## src/rtl/clock_pkg.sv

```systemverilog
// Shared constants and set-FSM encoding for the time-of-day clock.
package clock_pkg;

  localparam int         MS_MAX_DEFAULT = 999;
  localparam logic [7:0] BCD_SEC_MAX    = 8'h59;
  localparam logic [7:0] BCD_HOUR_MAX   = 8'h23;

  typedef enum logic [1:0] {
    ST_IDLE   = 2'd0,
    ST_CHECK  = 2'd1,
    ST_LOAD   = 2'd2,
    ST_REJECT = 2'd3
  } set_state_t;

  // A BCD pair is legal when both nibbles are decimal and it does not pass {tens_max, units_max}.
  function automatic logic bcd_in_range(input logic [7:0] val,
                                        input logic [3:0] tens_max,
                                        input logic [3:0] units_max_at_tens_max);
    logic [3:0] w_tens;
    logic [3:0] w_units;
    w_tens  = val[7:4];
    w_units = val[3:0];
    return (w_units <= 4'd9) && (w_tens <= tens_max) &&
           ((w_tens != tens_max) || (w_units <= units_max_at_tens_max));
  endfunction

endpackage

```

## src/rtl/bcd_mod_counter.sv

```systemverilog
// Two-digit BCD counter that wraps to 00 after {TENS_MAX, UNITS_MAX_AT_TENS_MAX}.
module bcd_mod_counter #(
  parameter logic [3:0] TENS_MAX              = 4'd5,
  parameter logic [3:0] UNITS_MAX_AT_TENS_MAX = 4'd9
) (
  input  logic       clk,
  input  logic       reset,
  input  logic       inc,
  input  logic       load,
  input  logic [7:0] load_val,
  output logic [7:0] val,
  output logic       carry
);

  logic [3:0] r_tens;
  logic [3:0] r_units;
  logic       w_at_max;

  assign w_at_max = (r_tens == TENS_MAX) && (r_units == UNITS_MAX_AT_TENS_MAX);
  assign carry    = inc && w_at_max;
  assign val      = {r_tens, r_units};

  // A load always overrides a simultaneous increment.
  always_ff @(posedge clk) begin
    if (reset) begin
      r_tens  <= 4'd0;
      r_units <= 4'd0;
    end else if (load) begin
      r_tens  <= load_val[7:4];
      r_units <= load_val[3:0];
    end else if (inc) begin
      if (w_at_max) begin
        r_tens  <= 4'd0;
        r_units <= 4'd0;
      end else if (r_units == 4'd9) begin
        r_tens  <= r_tens + 4'd1;
        r_units <= 4'd0;
      end else begin
        r_units <= r_units + 4'd1;
      end
    end
  end

endmodule

```

## src/rtl/time_of_day_counter.sv

```systemverilog
// 24-hour BCD time of day advanced by the upstream millisecond wrap, with a
// validated time-set handshake.
module time_of_day_counter
  import clock_pkg::*;
#(
  parameter int MS_W   = 10,
  parameter int MS_MAX = MS_MAX_DEFAULT
) (
  input  logic            clk,
  input  logic            reset,
  input  logic            reconfig_en,
  input  logic [MS_W-1:0] ms_in,
  input  logic            set_valid,
  output logic            set_ready,
  input  logic [7:0]      set_hh,
  input  logic [7:0]      set_mm,
  input  logic [7:0]      set_ss,
  output logic            set_done,
  output logic            set_err,
  output logic [7:0]      hh,
  output logic [7:0]      mm,
  output logic [7:0]      ss,
  output logic            sec_tick,
  output logic            day_tick
);

  set_state_t      r_state;
  set_state_t      w_state_nxt;
  logic [MS_W-1:0] r_ms_prev;
  logic [7:0]      r_cap_hh;
  logic [7:0]      r_cap_mm;
  logic [7:0]      r_cap_ss;
  logic            r_sec_tick;
  logic            r_day_tick;
  logic            r_set_done;
  logic            r_set_err;
  logic            w_wrap;
  logic            w_inc;
  logic            w_accept;
  logic            w_load;
  logic            w_reject;
  logic            w_ready;
  logic            w_cap_ok;
  logic            w_ss_carry;
  logic            w_mm_carry;
  logic            w_hh_carry;

  assign w_wrap = (r_ms_prev == MS_W'(MS_MAX)) && (ms_in == '0) && !reconfig_en;
  // The load edge and the LOAD cycle both swallow a wrap so the set time is shown unmodified.
  assign w_inc  = w_wrap && !w_load && (r_state != ST_LOAD);

  assign w_cap_ok = bcd_in_range(r_cap_ss, BCD_SEC_MAX[7:4], BCD_SEC_MAX[3:0]) &&
                    bcd_in_range(r_cap_mm, BCD_SEC_MAX[7:4], BCD_SEC_MAX[3:0]) &&
                    bcd_in_range(r_cap_hh, BCD_HOUR_MAX[7:4], BCD_HOUR_MAX[3:0]);

  always_comb begin
    w_state_nxt = r_state;
    w_ready     = 1'b0;
    w_accept    = 1'b0;
    w_load      = 1'b0;
    w_reject    = 1'b0;
    case (r_state)
      ST_IDLE: begin
        w_ready = !reconfig_en;
        if (set_valid && w_ready) begin
          w_accept    = 1'b1;
          w_state_nxt = ST_CHECK;
        end
      end
      ST_CHECK: begin
        if (!reconfig_en) begin
          if (w_cap_ok) begin
            w_load      = 1'b1;
            w_state_nxt = ST_LOAD;
          end else begin
            w_reject    = 1'b1;
            w_state_nxt = ST_REJECT;
          end
        end
      end
      ST_LOAD, ST_REJECT: begin
        if (!reconfig_en) w_state_nxt = ST_IDLE;
      end
      default: w_state_nxt = ST_IDLE;
    endcase
  end

  always_ff @(posedge clk) begin
    if (reset) begin
      r_state    <= ST_IDLE;
      r_ms_prev  <= '0;
      r_sec_tick <= 1'b0;
      r_day_tick <= 1'b0;
      r_set_done <= 1'b0;
      r_set_err  <= 1'b0;
    end else begin
      r_state    <= w_state_nxt;
      r_ms_prev  <= ms_in;
      r_sec_tick <= w_inc;
      r_day_tick <= w_hh_carry;
      r_set_done <= w_load;
      r_set_err  <= w_reject;
    end
  end

  always_ff @(posedge clk) begin
    if (w_accept) begin
      r_cap_hh <= set_hh;
      r_cap_mm <= set_mm;
      r_cap_ss <= set_ss;
    end
  end

  bcd_mod_counter #(
    .TENS_MAX             (BCD_SEC_MAX[7:4]),
    .UNITS_MAX_AT_TENS_MAX(BCD_SEC_MAX[3:0])
  ) u_ss (
    .clk     (clk),
    .reset   (reset),
    .inc     (w_inc),
    .load    (w_load),
    .load_val(r_cap_ss),
    .val     (ss),
    .carry   (w_ss_carry)
  );

  bcd_mod_counter #(
    .TENS_MAX             (BCD_SEC_MAX[7:4]),
    .UNITS_MAX_AT_TENS_MAX(BCD_SEC_MAX[3:0])
  ) u_mm (
    .clk     (clk),
    .reset   (reset),
    .inc     (w_ss_carry),
    .load    (w_load),
    .load_val(r_cap_mm),
    .val     (mm),
    .carry   (w_mm_carry)
  );

  bcd_mod_counter #(
    .TENS_MAX             (BCD_HOUR_MAX[7:4]),
    .UNITS_MAX_AT_TENS_MAX(BCD_HOUR_MAX[3:0])
  ) u_hh (
    .clk     (clk),
    .reset   (reset),
    .inc     (w_mm_carry),
    .load    (w_load),
    .load_val(r_cap_hh),
    .val     (hh),
    .carry   (w_hh_carry)
  );

  assign set_ready = w_ready;
  assign set_done  = r_set_done;
  assign set_err   = r_set_err;
  assign sec_tick  = r_sec_tick;
  assign day_tick  = r_day_tick;

endmodule
```

## config.mk

```make
export PLATFORM = sky130hd
export DESIGN_NAME = time_of_day_counter
export DESIGN_NICKNAME = d
export VERILOG_FILES = /design/src/rtl/clock_pkg.sv /design/src/rtl/bcd_mod_counter.sv /design/src/rtl/time_of_day_counter.sv
export SDC_FILE = /design/constraint.sdc
export NUM_CORES = 1
export LEC_CHECK = 0
export CORE_MARGIN = 1
export CORE_UTILIZATION = 30
export CTS_CLUSTER_DIAMETER = 40
export CTS_CLUSTER_SIZE = 40
export DETAILED_ROUTE_END_ITERATION = 8
export MAX_ROUTING_LAYER = met4
export PLACE_DENSITY = 0.62
export RECOVER_POWER = 100
export SLEW_MARGIN = 20
export SYNTH_ARGS = -nofsm -noshare
export SYNTH_HDL_FRONTEND = slang
export SYNTH_SLANG_ARGS = --single-unit
```

## constraint.sdc

```tcl
create_clock -name clk -period 4.8 [get_ports clk]
set_input_delay 1.44 -clock clk [delete_from_list [all_inputs] [get_ports clk]]
set_output_delay 1.44 -clock clk [all_outputs]
set_load 0.02 [all_outputs]
```

==> impl_metrics.ini <==
[timing]
clock.fmax_mhz = 230.8
fin_crit_ns = 4.334
setup_slack_ns = 0.4663
whs_ns = 0.5117
maxSlewViolCount = 0
fin_tns_setup_ns = 0
clock_skew_ns = 0.01142
slew_headroom = 0.1326
grt_setup_unrepaired = no
setup_viol = 0
period_share = 0.9028
hold_viol = 0
tightestPinTransition_ns = 1.301

[critical_path]
regToRegEndpoint = u_hh.r_tens[0]$_SDFFE_PP0P_
critical-path-top-delay-family = buffers and inverters
critical_path_depth = 3
r2r_setup_slack_ns = 1.94
cp-endpoint = set_ready
critPathKind = input port to primary output
worstPathMaxFanout = 6
timing.critical_path.mode_cell = dlygate4sd3_1
critPathBufInv = 2
end_kind = primary output
crit_arrival_ns = 2.89
worstSetupStartpoint = reconfig_en
r2r_cells = 7
rr_startpoint = u_ss.r_units[0]$_SDFFE_PP0P_
critPathMaxStageDelay_ns = 0.69
crit_chain = dlygate4sd3_1 -> nor3_1 -> dlygate4sd3_1
start_kind = input port
required_ns = 3.36
slowest_stage = dlygate4sd3_1

[clocking]
cts.sinks = 64
post_cts_buffers = 0
ctsLongestPathBuffers = 2
clockRootBuffer = clkbuf_8
cts_tree = done
cts_made_buffers = 9
clkTransAtPathRegs_ns = 0.07
htree_levels = 3
cts_resized = 0
worstSkewPairLatency_ns = 0.34
hold_buffers = 0

[logic_synthesis]
ys_async_sr_fraction = 0
synth.most_common_cell = dfxtp_1
synth_top_area_share = 0.2861
synth_cells = 270
ys_ff_latch = 64
ys_top_cells_by_count = 40 x dfxtp_1, 38 x nor2_1, 24 x edfxtp_1
syn_area_sq_um = 2799
synth.area.top_cells = dfxtp_1 29%, edfxtp_1 26%, nor2_1 5.1%
seq_area_frac_synth = 0.5436
synth_area_per_cell_sq_um = 10.37
synth.distinct_cells = 44
ys.flop_type = dfxtp_1
synth_edf_count = 24
synthesis.nets = 318
yosysWarnings = 0
yosys.area.top_type = dfxtp_1

[min_path]
hold_depth = 2
hold_class = register to register

[grt]
busiest_layer = met2
globalRouteOverflowTotal = 0
grtUsageMet3 = 0.03759
use_met1 = 0.1761
grt_usage = 0.1500
antenna_found_initial = 2
grt_pass1_wl_um = 11010
grt_util_met2 = 0.2476
grt_max_degree = 35
grt_pass1_vias = 2304

[routing]
route.vias.total = 2280
drt_iter0_drc = 95
dr.pass1.iters = 5
post-route-drc-count = 0
viasPerCell = 5.011
wl_um = 6619
route.antenna.remaining_nets = 0
wl_per_cell_um = 14.55

[floorplan]
coreArea_sq_um = 8891
initial_core_util = 0.3148
dieArea_sq_um = 9720
fp.dieW_um = 98.59
num_rows = 34
die_h_um = 98.59
io_pins = 67

[place]
place_congestion = 0.7712
dp_slack_ns = 0.5962
placed_cell_area_sq_um = 3585
port_buffers = 66
place_hpwl_um = 4837

[power]
power.density_nw_per_um2 = 287.4
power_uw = 1071
leakage_uw = 0.001368
peakVddDrop_mv = 0.1407

[run_status]
status = complete, no violations

[layout]
area_growth_pct = 33.17
nets = 388
stdcell_area_sq_um = 3727
drive_gt1_frac = 0.05797
fillCellCount = 866

[flow_run]
maxCapViolations = 0
==> metrics by stage <==
step	utilization	instances
after floorplan	-	270
after global placement	0.4032	437
after detailed placement	0.4032	437
after CTS	0.4234	453
after global routing	0.4192	455
final	0.4192	455
==> logic make-up after synthesis <==
logic type / after synthesis / synth area share
and+or+nand+nor: 121 / 0.2392
DFF: 64 / 0.5436
AOI/OAI and AO/OA: 50 / 0.1252
buffers and inverters: 19 / 0.02592
adders and majority gates: 10 / 0.04470
muxes: 5 / 0.01833
xor gates and xnor gates: 1 / 0.003130
==> layout by cell type, fill, tap and decap left out, types with 2 or more instances in the layout <==
cell type and count:
a211oi_1 10, a21boi_0 5, a21oi_1 6, a311oi_1 9, and4_1 3, clkbuf_1 3
clkbuf_8 9, clkdlybuf4s50_1 11, clkinv_2 3, dfxtp_1 40, diode_2 2, dlygate4sd3_1 55
edfxtp_1 24, ha_1 10, inv_1 9, inv_4 2, mux2i_1 4, nand2_1 15
nand2b_1 2, nand3_1 8, nand4_1 5, nor2_1 38, nor2b_1 12, nor3_1 12
nor4_1 6, o21a_1 3, o21ai_0 12, or3_1 7, or4_1 3
==> worst min-delay path, stage by stage, from the launching register on <==
cell	delay (ns)
dfxtp_1	0.33
o21ai_0	0.07
a21boi_0	0.07
==> metal layers <==
layer	share of wire	wire, um
met1	0.46	3067
met2	0.48	3163
met3	0.042	280
met4	0.016	108
met5	0	0
==> flip-flops by register name, indices dropped and copies added (netlist names) <==
register,cells
set_done,1
u_ss.r_units,4
u_hh.r_units,4
r_cap_hh,8
u_hh.r_tens,4
day_tick,1
u_mm.r_units,4
r_ms_prev,10
r_state,2
r_cap_ss,8
r_cap_mm,8
set_err,1
sec_tick,1
u_ss.r_tens,4
u_mm.r_tens,4
==> worst min-delay path by stage <==
stage,from,end
2_1_floorplan,r_state[1]$_SDFFE_PP0P_,r_state[1]$_SDFFE_PP0P_
3_5_place_dp,u_ss.r_tens[3]$_SDFFE_PP0P_,u_ss.r_tens[3]$_SDFFE_PP0P_
5_1_grt,r_state[1]$_SDFFE_PP0P_,r_state[1]$_SDFFE_PP0P_
3_3_place_gp,r_cap_ss[4]$_DFFE_PP_,u_ss.r_tens[0]$_SDFFE_PP0P_
4_1_cts,u_ss.r_tens[3]$_SDFFE_PP0P_,u_ss.r_tens[3]$_SDFFE_PP0P_
6_report,u_ss.r_tens[3]$_SDFFE_PP0P_,u_ss.r_tens[3]$_SDFFE_PP0P_
==> report_power, final <==
part	switching, uW	internal [uW]
clock	209	217
combinational	24.7	31.5
sequential	8.03	581
total	242	830
==> cell type report <==
type	count	area, sq um	area share
clock buffer	11	152.6	0.04095
clock inverter	5	27.53	0.007385
multi-input combinational	187	1176	0.3155
antenna	2	5.005	0.001343
sequential	64	1521	0.4082
timing repair buffer	69	675.6	0.1813
inverter	9	33.78	0.009063
tap	108	135.1	0.03625
(Power assumes the default switching activity.)
